--- config.mk ---
export PLATFORM = sky130hd
export DESIGN_NAME = match_ctrl
export DESIGN_NICKNAME = d
export VERILOG_FILES = /design/src/rtl/match_ctrl.sv
export SDC_FILE = /design/constraint.sdc
export NUM_CORES = 1
export LEC_CHECK = 0
export CORE_MARGIN = 2
export CORE_UTILIZATION = 30
export DETAILED_ROUTE_END_ITERATION = 16
export HOLD_SLACK_MARGIN = 0.02
export PLACE_DENSITY = 0.51
export SLEW_MARGIN = 20
export SYNTH_ARGS = -nofsm -noshare
export SYNTH_HDL_FRONTEND = slang
export SYNTH_SLANG_ARGS = --single-unit
--- constraint.sdc ---
create_clock -name game_clk -period 5.5 [get_ports game_clk]
set_input_delay 1.1 -clock game_clk [delete_from_list [all_inputs] [get_ports game_clk]]
set_output_delay 1.1 -clock game_clk [all_outputs]
set_load 0.005 [all_outputs]
--- src/rtl/match_ctrl.sv ---
// Match controller for the pong core. It sequences freeze, serve, play
// and game-over, keeps both scores and ramps the ball speed during a rally.
// One game_clk cycle is one millisecond.
module match_ctrl #(
    parameter int SCORE_W      = 4,
    parameter int WIN_SCORE    = 9,
    parameter int FREEZE_W     = 14,
    parameter int START_FREEZE = 16383,
    parameter int POINT_FREEZE = 2000,
    parameter int SPEED_W      = 5,
    parameter int SERVE_SPEED  = 11,
    parameter int MAX_SPEED    = 15,
    parameter int RAMP_MS      = 1000
) (
    input  logic                      game_clk,
    input  logic                      reset,
    input  logic                      start,
    input  logic                      out_left,
    input  logic                      out_right,
    output logic signed [SPEED_W-1:0] speed,
    output logic                      ball_reset,
    output logic [SCORE_W-1:0]        score_l,
    output logic [SCORE_W-1:0]        score_r,
    output logic                      game_over,
    output logic                      winner,
    output logic [1:0]                state
);

    typedef enum logic [1:0] {
        ST_FREEZE = 2'b00,
        ST_PLAY   = 2'b01,
        ST_OVER   = 2'b10
    } state_t;

    // Ramp counter only needs to hold 0 .. RAMP_MS-1.
    localparam int RAMP_W = (RAMP_MS > 1) ? $clog2(RAMP_MS) : 1;

    localparam logic [RAMP_W-1:0]          RAMP_LAST   = RAMP_W'((RAMP_MS > 0) ? RAMP_MS - 1 : 0);
    localparam logic [RAMP_W-1:0]          RAMP_ONE    = RAMP_W'(1);
    localparam logic [FREEZE_W-1:0]        FREEZE_ONE  = FREEZE_W'(1);
    localparam logic [FREEZE_W-1:0]        FREEZE_INIT = FREEZE_W'(START_FREEZE);
    localparam logic [FREEZE_W-1:0]        FREEZE_PT   = FREEZE_W'(POINT_FREEZE);
    localparam logic [SCORE_W-1:0]         SCORE_ONE   = SCORE_W'(1);
    localparam logic [SCORE_W-1:0]         SCORE_WIN   = SCORE_W'(WIN_SCORE);
    localparam logic signed [SPEED_W-1:0]  SPEED_ONE   = SPEED_W'(1);
    localparam logic signed [SPEED_W-1:0]  SERVE_POS   = SPEED_W'(SERVE_SPEED);
    localparam logic signed [SPEED_W-1:0]  SERVE_NEG   = SPEED_W'(-SERVE_SPEED);
    localparam logic signed [SPEED_W-1:0]  MAX_POS     = SPEED_W'(MAX_SPEED);
    localparam logic signed [SPEED_W-1:0]  MAX_NEG     = SPEED_W'(-MAX_SPEED);

    state_t                      r_state,      w_state_next;
    logic [FREEZE_W-1:0]         r_freeze,     w_freeze_next;
    logic [RAMP_W-1:0]           r_ramp,       w_ramp_next;
    logic signed [SPEED_W-1:0]   r_speed,      w_speed_next;
    logic                        r_ball_reset, w_ball_reset_next;
    logic [SCORE_W-1:0]          r_score_l,    w_score_l_next;
    logic [SCORE_W-1:0]          r_score_r,    w_score_r_next;
    logic                        r_game_over,  w_game_over_next;
    logic                        r_winner,     w_winner_next;
    logic                        r_serve_dir,  w_serve_dir_next;
    logic                        r_start_q,    w_start_q_next;

    logic [SCORE_W-1:0]          w_score_l_inc;
    logic [SCORE_W-1:0]          w_score_r_inc;

    assign w_score_l_inc = r_score_l + SCORE_ONE;
    assign w_score_r_inc = r_score_r + SCORE_ONE;

    // State and datapath registers; reset wins over every input.
    always_ff @(posedge game_clk) begin
        if (reset) begin
            r_state      <= ST_FREEZE;
            r_freeze     <= FREEZE_INIT;
            r_ramp       <= '0;
            r_speed      <= '0;
            r_ball_reset <= 1'b1;
            r_score_l    <= '0;
            r_score_r    <= '0;
            r_game_over  <= 1'b0;
            r_winner     <= 1'b0;
            r_serve_dir  <= 1'b0;
            r_start_q    <= 1'b0;
        end else begin
            r_state      <= w_state_next;
            r_freeze     <= w_freeze_next;
            r_ramp       <= w_ramp_next;
            r_speed      <= w_speed_next;
            r_ball_reset <= w_ball_reset_next;
            r_score_l    <= w_score_l_next;
            r_score_r    <= w_score_r_next;
            r_game_over  <= w_game_over_next;
            r_winner     <= w_winner_next;
            r_serve_dir  <= w_serve_dir_next;
            r_start_q    <= w_start_q_next;
        end
    end

    // Next-state logic: freeze countdown, serve, scoring, speed ramp, rematch.
    always_comb begin
        w_state_next      = r_state;
        w_freeze_next     = r_freeze;
        w_ramp_next       = r_ramp;
        w_speed_next      = r_speed;
        w_score_l_next    = r_score_l;
        w_score_r_next    = r_score_r;
        w_game_over_next  = r_game_over;
        w_winner_next     = r_winner;
        w_serve_dir_next  = r_serve_dir;
        w_start_q_next    = start;
        // Pulse lands in the cycle where freeze has just reached zero.
        w_ball_reset_next = (r_state == ST_FREEZE) && (r_freeze == FREEZE_ONE);

        case (r_state)
            ST_FREEZE: begin
                if (r_freeze != '0) begin
                    // Start shortens the wait but the final 1->0 step always happens.
                    w_freeze_next = (start && (r_freeze > FREEZE_ONE)) ? FREEZE_ONE
                                                                       : r_freeze - FREEZE_ONE;
                end else begin
                    w_state_next = ST_PLAY;
                    w_speed_next = r_serve_dir ? SERVE_NEG : SERVE_POS;
                    w_ramp_next  = '0;
                end
            end
            ST_PLAY: begin
                if (out_left) begin
                    w_score_r_next   = w_score_r_inc;
                    w_serve_dir_next = 1'b1;
                    w_speed_next     = '0;
                    if (w_score_r_inc == SCORE_WIN) begin
                        w_state_next     = ST_OVER;
                        w_game_over_next = 1'b1;
                        w_winner_next    = 1'b1;
                    end else begin
                        w_state_next  = ST_FREEZE;
                        w_freeze_next = FREEZE_PT;
                    end
                end else if (out_right) begin
                    w_score_l_next   = w_score_l_inc;
                    w_serve_dir_next = 1'b0;
                    w_speed_next     = '0;
                    if (w_score_l_inc == SCORE_WIN) begin
                        w_state_next     = ST_OVER;
                        w_game_over_next = 1'b1;
                        w_winner_next    = 1'b0;
                    end else begin
                        w_state_next  = ST_FREEZE;
                        w_freeze_next = FREEZE_PT;
                    end
                end else if (RAMP_MS != 0) begin
                    if (r_ramp == RAMP_LAST) begin
                        w_ramp_next = '0;
                        // Grow magnitude away from zero, keeping the sign.
                        if (r_speed[SPEED_W-1]) begin
                            if (r_speed > MAX_NEG) w_speed_next = r_speed - SPEED_ONE;
                        end else begin
                            if (r_speed < MAX_POS) w_speed_next = r_speed + SPEED_ONE;
                        end
                    end else begin
                        w_ramp_next = r_ramp + RAMP_ONE;
                    end
                end
            end
            ST_OVER: begin
                // Rematch on a fresh press; serve_dir is left alone so the loser serves.
                if (start && !r_start_q) begin
                    w_score_l_next   = '0;
                    w_score_r_next   = '0;
                    w_game_over_next = 1'b0;
                    w_state_next     = ST_FREEZE;
                    w_freeze_next    = FREEZE_PT;
                end
            end
            default: begin
                w_state_next = ST_FREEZE;
            end
        endcase
    end

    assign speed      = r_speed;
    assign ball_reset = r_ball_reset;
    assign score_l    = r_score_l;
    assign score_r    = r_score_r;
    assign game_over  = r_game_over;
    assign winner     = r_winner;
    assign state      = r_state;

endmodule

# Word level (Yosys, flattened, before mapping)
# Cells that the tools add are included.
dict set report word_totals {
  ff_bits 44
  in_bits 5
  output_inout_bits 18
  elab_cells 110
}
dict set report op_classes {
  n_addsub 6
  n_lt_le_gt_ge 3
  eq_ne 22
  mux 46
  n_reduce_logical 21
}
# cell count
set op_table {}
lappend op_table {{$mux 14} 7}
lappend op_table {{$pmux 14 s3} 1}
lappend op_table {{$mux 10} 4}
lappend op_table {{$mux 5} 8}
lappend op_table {{$pmux 10 s2} 1}
lappend op_table {{$mux 4} 4}
lappend op_table {{$pmux 4 s2} 2}
lappend op_table {{$ne 3x3->1 const B} 5}
lappend op_table {{$eq 14x1->1 const B} 1}
lappend op_table {{$gt 14x1->1 const B} 1}
lappend op_table {{$reduce_bool 14->1} 1}
lappend op_table {{$sub 14x1->14 const B} 1}
lappend op_table {{$mux 2} 6}
lappend op_table {{$ne 2x2->1 const B} 6}
lappend op_table {{$reduce_and 4->1} 3}
lappend op_table {{$add 10x1->10 const B} 1}
lappend op_table {{$eq 10x10->1 const B} 1}
lappend op_table {{$mux 1} 10}
lappend op_table {{$ne 5x5->1 const B} 2}
lappend op_table {{$pmux 5 s2} 1}
lappend op_table {{$reduce_and 5->1} 2}
lappend op_table {{$reduce_and 3->1} 3}
lappend op_table {{$add 4x1->4 const B} 2}
lappend op_table {{$eq 4x4->1 const B} 2}
lappend op_table {{17 further kinds} 23}

# Longest topological paths before layout
dict set report logic_depth {
  ltp_word 7
  mapped_depth 10
  depth_no_buf 8
}

# Worst setup path after synthesis
# OpenSTA, ideal clock, no wires.
dict set report synth_timing {
  kind {input-to-reg}
  start {input out_left}
  end {register r_freeze[3]}
  setup_time_ps 122
  arrival_ps 2481
  required_ps 5378
  path_slack_ps 2897
  stages 6
  cell_sequence {or3b_2 o21ai_0 nor2_1 o221ai_2 nor2_1 a221o_1}
}
dict set report synth_between {
  elab_chain_cells 2
  elab_cells_between_ends 6
  classes_between {3 x eq/ne; 2 x mux; 1 x reduce/logical}
}
# item line
set synth_rtl {}
lappend synth_rtl {{from (decl)} 18} ;# input logic out_left,
lappend synth_rtl {{$ne 3x3->1 (no line) / $mux 14 (equally long branches)} n/a}
lappend synth_rtl {{$reduce_and 6->1 (no line) / $pmux 14 s3 (equally long branches)} n/a}
lappend synth_rtl {{to (signal assigned)} 85} ;# r_freeze <= w_freeze_next;
lappend synth_rtl {{to (decl)} 52} ;# logic [FREEZE_W-1:0] r_freeze, w_freeze_next;
# Parallel ways exist; a longest one is shown, timed or not.
# A chain may end at the register's enable or synchronous reset.

# Final worst setup path
dict set report layout_timing {
  start {input out_left}
  end {register r_ramp[5]}
}
dict set report layout_between {
  elab_chain_cells 2
}
# item line
set layout_rtl {}
lappend layout_rtl {{$ne 2x2->1 (no line)} n/a}
lappend layout_rtl {{$reduce_and 4->1 (no line)} n/a}
lappend layout_rtl {{to (signal assigned)} 86} ;# r_ramp <= w_ramp_next;
lappend layout_rtl {{to (decl)} 53} ;# logic [RAMP_W-1:0] r_ramp, w_ramp_next;
# No other way between the ends.

==> impl_metrics.tcl <==
set metrics [dict create \
    areaGrowthSynthToFinish_pct 16.8 \
    synth_compound_area_frac 0.250 \
    rows 33 \
    fmax_mhz 296 \
    io_buffers 22 \
    cellPowerDensity_nw_per_um2 207 \
    via_count 2297 \
    clk_latency_ns 0.30 \
    diodes 0 \
    antenna_found_initial 0 \
    ctsHoldBuffers 0 \
    synth_top_family_by_area "compound AO/OA/AOI/OAI gates" \
    syn_nets 329 \
    drt_iter0_markers 98 \
    grt.overflow.total 0 \
    ys_top_cells_by_area "dfxtp_1 (34%), ha_1 (6.8%), nor2_1 (6.6%)" \
    mostFrequentLayoutCell "nor2_1" \
    cp.required_ns 5.68 \
    grt_max_degree 27 \
    cp_slowest_cell "a21boi_1" \
    synth.area.mux_share 0.0219 \
    critPathKind "in2reg" \
    root_buffer "clkbuf_8" \
    finalCriticalPeriod_ns 3.38 \
    grt_usage 0.130 \
    yosysSeqAreaShare 0.342 \
    numCtsBuffers 5 \
    cts_max_level 2 \
    dieArea_sq_um 9350 \
    viasPerCell 5.26 \
    path_common_cell "nand2_1" \
    ctsResizeCount 0 \
    die_h_microns 96.7 \
    syn_area_per_cell_sq_um 8.31 \
    power.total_uw 622 \
    synth_fa_ha_area_frac 0.0680 \
    peakVddDrop_mv 0.140 \
    cts_tree "done" \
    synth-edff-count 0 \
    rsz0062_at_grt "false" \
    grt_pass1_vias 2139 \
    post_cts_buffers 0 \
    ys_warn_count 0 \
    setup_tns_ns 0 \
    p_leak_nw 1.07 \
    hold_path_class "reg2reg" \
    hold_viol 0 \
    fin_crit_sh 0.614 \
    core_sq_um 8260 \
    relSlewSlack 0.357 \
    min_path_cells 2 \
    die_w_microns 96.7 \
    first_pass_iters 4 \
    synth_cell_types 57 \
    synth_area_sq_um 2580 \
    setup_viol 0 \
    synth_top_cell_area_share 0.342 \
    synth-simple-area-share 0.231 \
    ys_seq_elements 44 \
    synthCells 310 \
    drcViolationCount 0 \
    drive_above_1_share 0.0783 \
    layout.nets 350 \
    start_kind "primary input" \
    final_cell_mix "nor2_1 (45), dfxtp_1 (44), o21ai_0 (22), clkdlybuf4s50_1 (22), a21oi_1 (21)" \
    crit_buf_inv 1 \
    drt-total-wl_mm 5.97 \
    grt_pass1_wl_mm 10.3 \
    cp_max_fo 11 \
    reg2reg_depth 8 \
    cts.path.max_buffers 2 \
    hpwl_mm 4.22 \
    io_pins 23 \
    ant_nets 0 \
    path_depth 7 \
    initial_core_util 0.312 \
    clk_pin_slew_worst_paths_ns 0.09 \
    status "complete, no violations" \
    drv_cap 0 \
    worst_setup_path_end_kind "flop" \
    slowest_delay_ns 0.69 \
    clock-sinks 44 \
    cp.arrival_ns 3.56 \
    synth_area_leader_cell "dfxtp_1" \
    drv_slew 0 \
    final_util 0.364 \
    wl_per_cell_microns 13.7 \
    post_synth_xor_area_fraction 0.0442 \
    skew_ns 0.00800 \
    ys.flop_type "dfxtp_1" \
    async_flop_share 0 \
    gp_congestion 0.728 \
    path_delay_family "simple AND/OR/NAND/NOR gates" \
    worst_pin_slew_ns 0.955 \
    crit_chain "clkdlybuf4s50_1 -> or3b_2 -> o21ai_0 -> a21boi_1 -> nand2_1 -> nand2_1 -> nor2_1" \
]
## worst paths after layout
check / start / to / slack [ns]
worst max-delay path: out_left / r_ramp[5]$_SDFFE_PP0P_ / 2.12
worst min-delay path: winner$_SDFFE_PP0P_ / winner$_SDFFE_PP0P_ / 0.49
worst max register to register: r_freeze[0]$_SDFFE_PP1P_ / r_ramp[5]$_SDFFE_PP0P_ / 2.49
worst min register to register: winner$_SDFFE_PP0P_ / winner$_SDFFE_PP0P_ / 0.49
## Yosys cell counts (3+ instances only)
library cell   n
nand2_1       13
and3_1         5
o21ai_0       22
or3b_2         3
nor2b_1        4
or4_1          3
nor3_1         8
clkbuf_1       6
dfxtp_1       44
ha_1          14
xor2_1         9
xnor2_1        4
a31oi_1        4
nand3_1        6
nor2_1        45
a21oi_1       21
inv_1         19
nand4_1        6
o311ai_0       3
nor4_1         4
a211oi_1       5
mux2i_1        3
buf_2          3
o211ai_1       8
nand2b_1       7
## metrics by stage
stage | instance area [sq um] | std cells | hold WS [ns] | worst slack [ns]
after global routing | 3010 | 437 | 0.537 | 1.92
after detailed placement | 2900 | 429 | 0.487 | 1.81
after CTS | 3010 | 437 | 0.501 | 2.11
after global placement | 2900 | 429 | 0.475 | 1.84
after floorplan | 2580 | 310 | 0.470 | 2.90
final | 3010 | 437 | 0.495 | 2.12
## final cells by class
cell class              instances  area (sq um)
clock buffers                   6          72.6
fillers                       868          5250
multi-input cells             237          1580
well taps                     105           131
clock inverters                 2          35.0
flip-flops and latches         44           881
repair buffers                 24           235
inverters                      19          71.3
## registers in the layout, summed over array words and instances, names as in the netlist
name / cells
r_freeze: 14
r_ramp: 10
speed: 5
score_l: 4
score_r: 4
state: 2
ball_reset: 1
game_over: 1
r_serve_dir: 1
r_start_q: 1
winner: 1
## where the power goes
group	internal, mW	total [mW]	leakage (nW)	switching, mW
Combinational	0.0155	0.0361	0.660	0.0206
Sequential	0.327	0.335	0.360	0.00842
Clock	0.135	0.250	0.0552	0.115
Total	0.478	0.622	1.07	0.144
## metal layers
metal  share of wire  up-vias  track usage
li1                -     1170            -
met1            0.52     1095        0.182
met2            0.44       28        0.204
met3           0.024        4       0.0246
met4           0.011        0       0.0412
met5               0        -            0
## worst reg2reg max path: stages, from the launching register on
cell and delay [ns]:
dfxtp_1 0.36, inv_1 0.08, ha_1 0.22, or3b_1 0.45, or4_4 0.61, a21boi_1 0.68
nand2_1 0.10, nand2_1 0.30, nor2_1 0.09
## cells by family after synthesis
family,count (synthesis)
and+or+nand+nor,115
AOI/OAI and AO/OA,90
DFF,44
buffers and inverters,29
adders and majority gates,14
xor gates and xnor gates,13
muxes,5
Power figures use the tool's default switching activity.
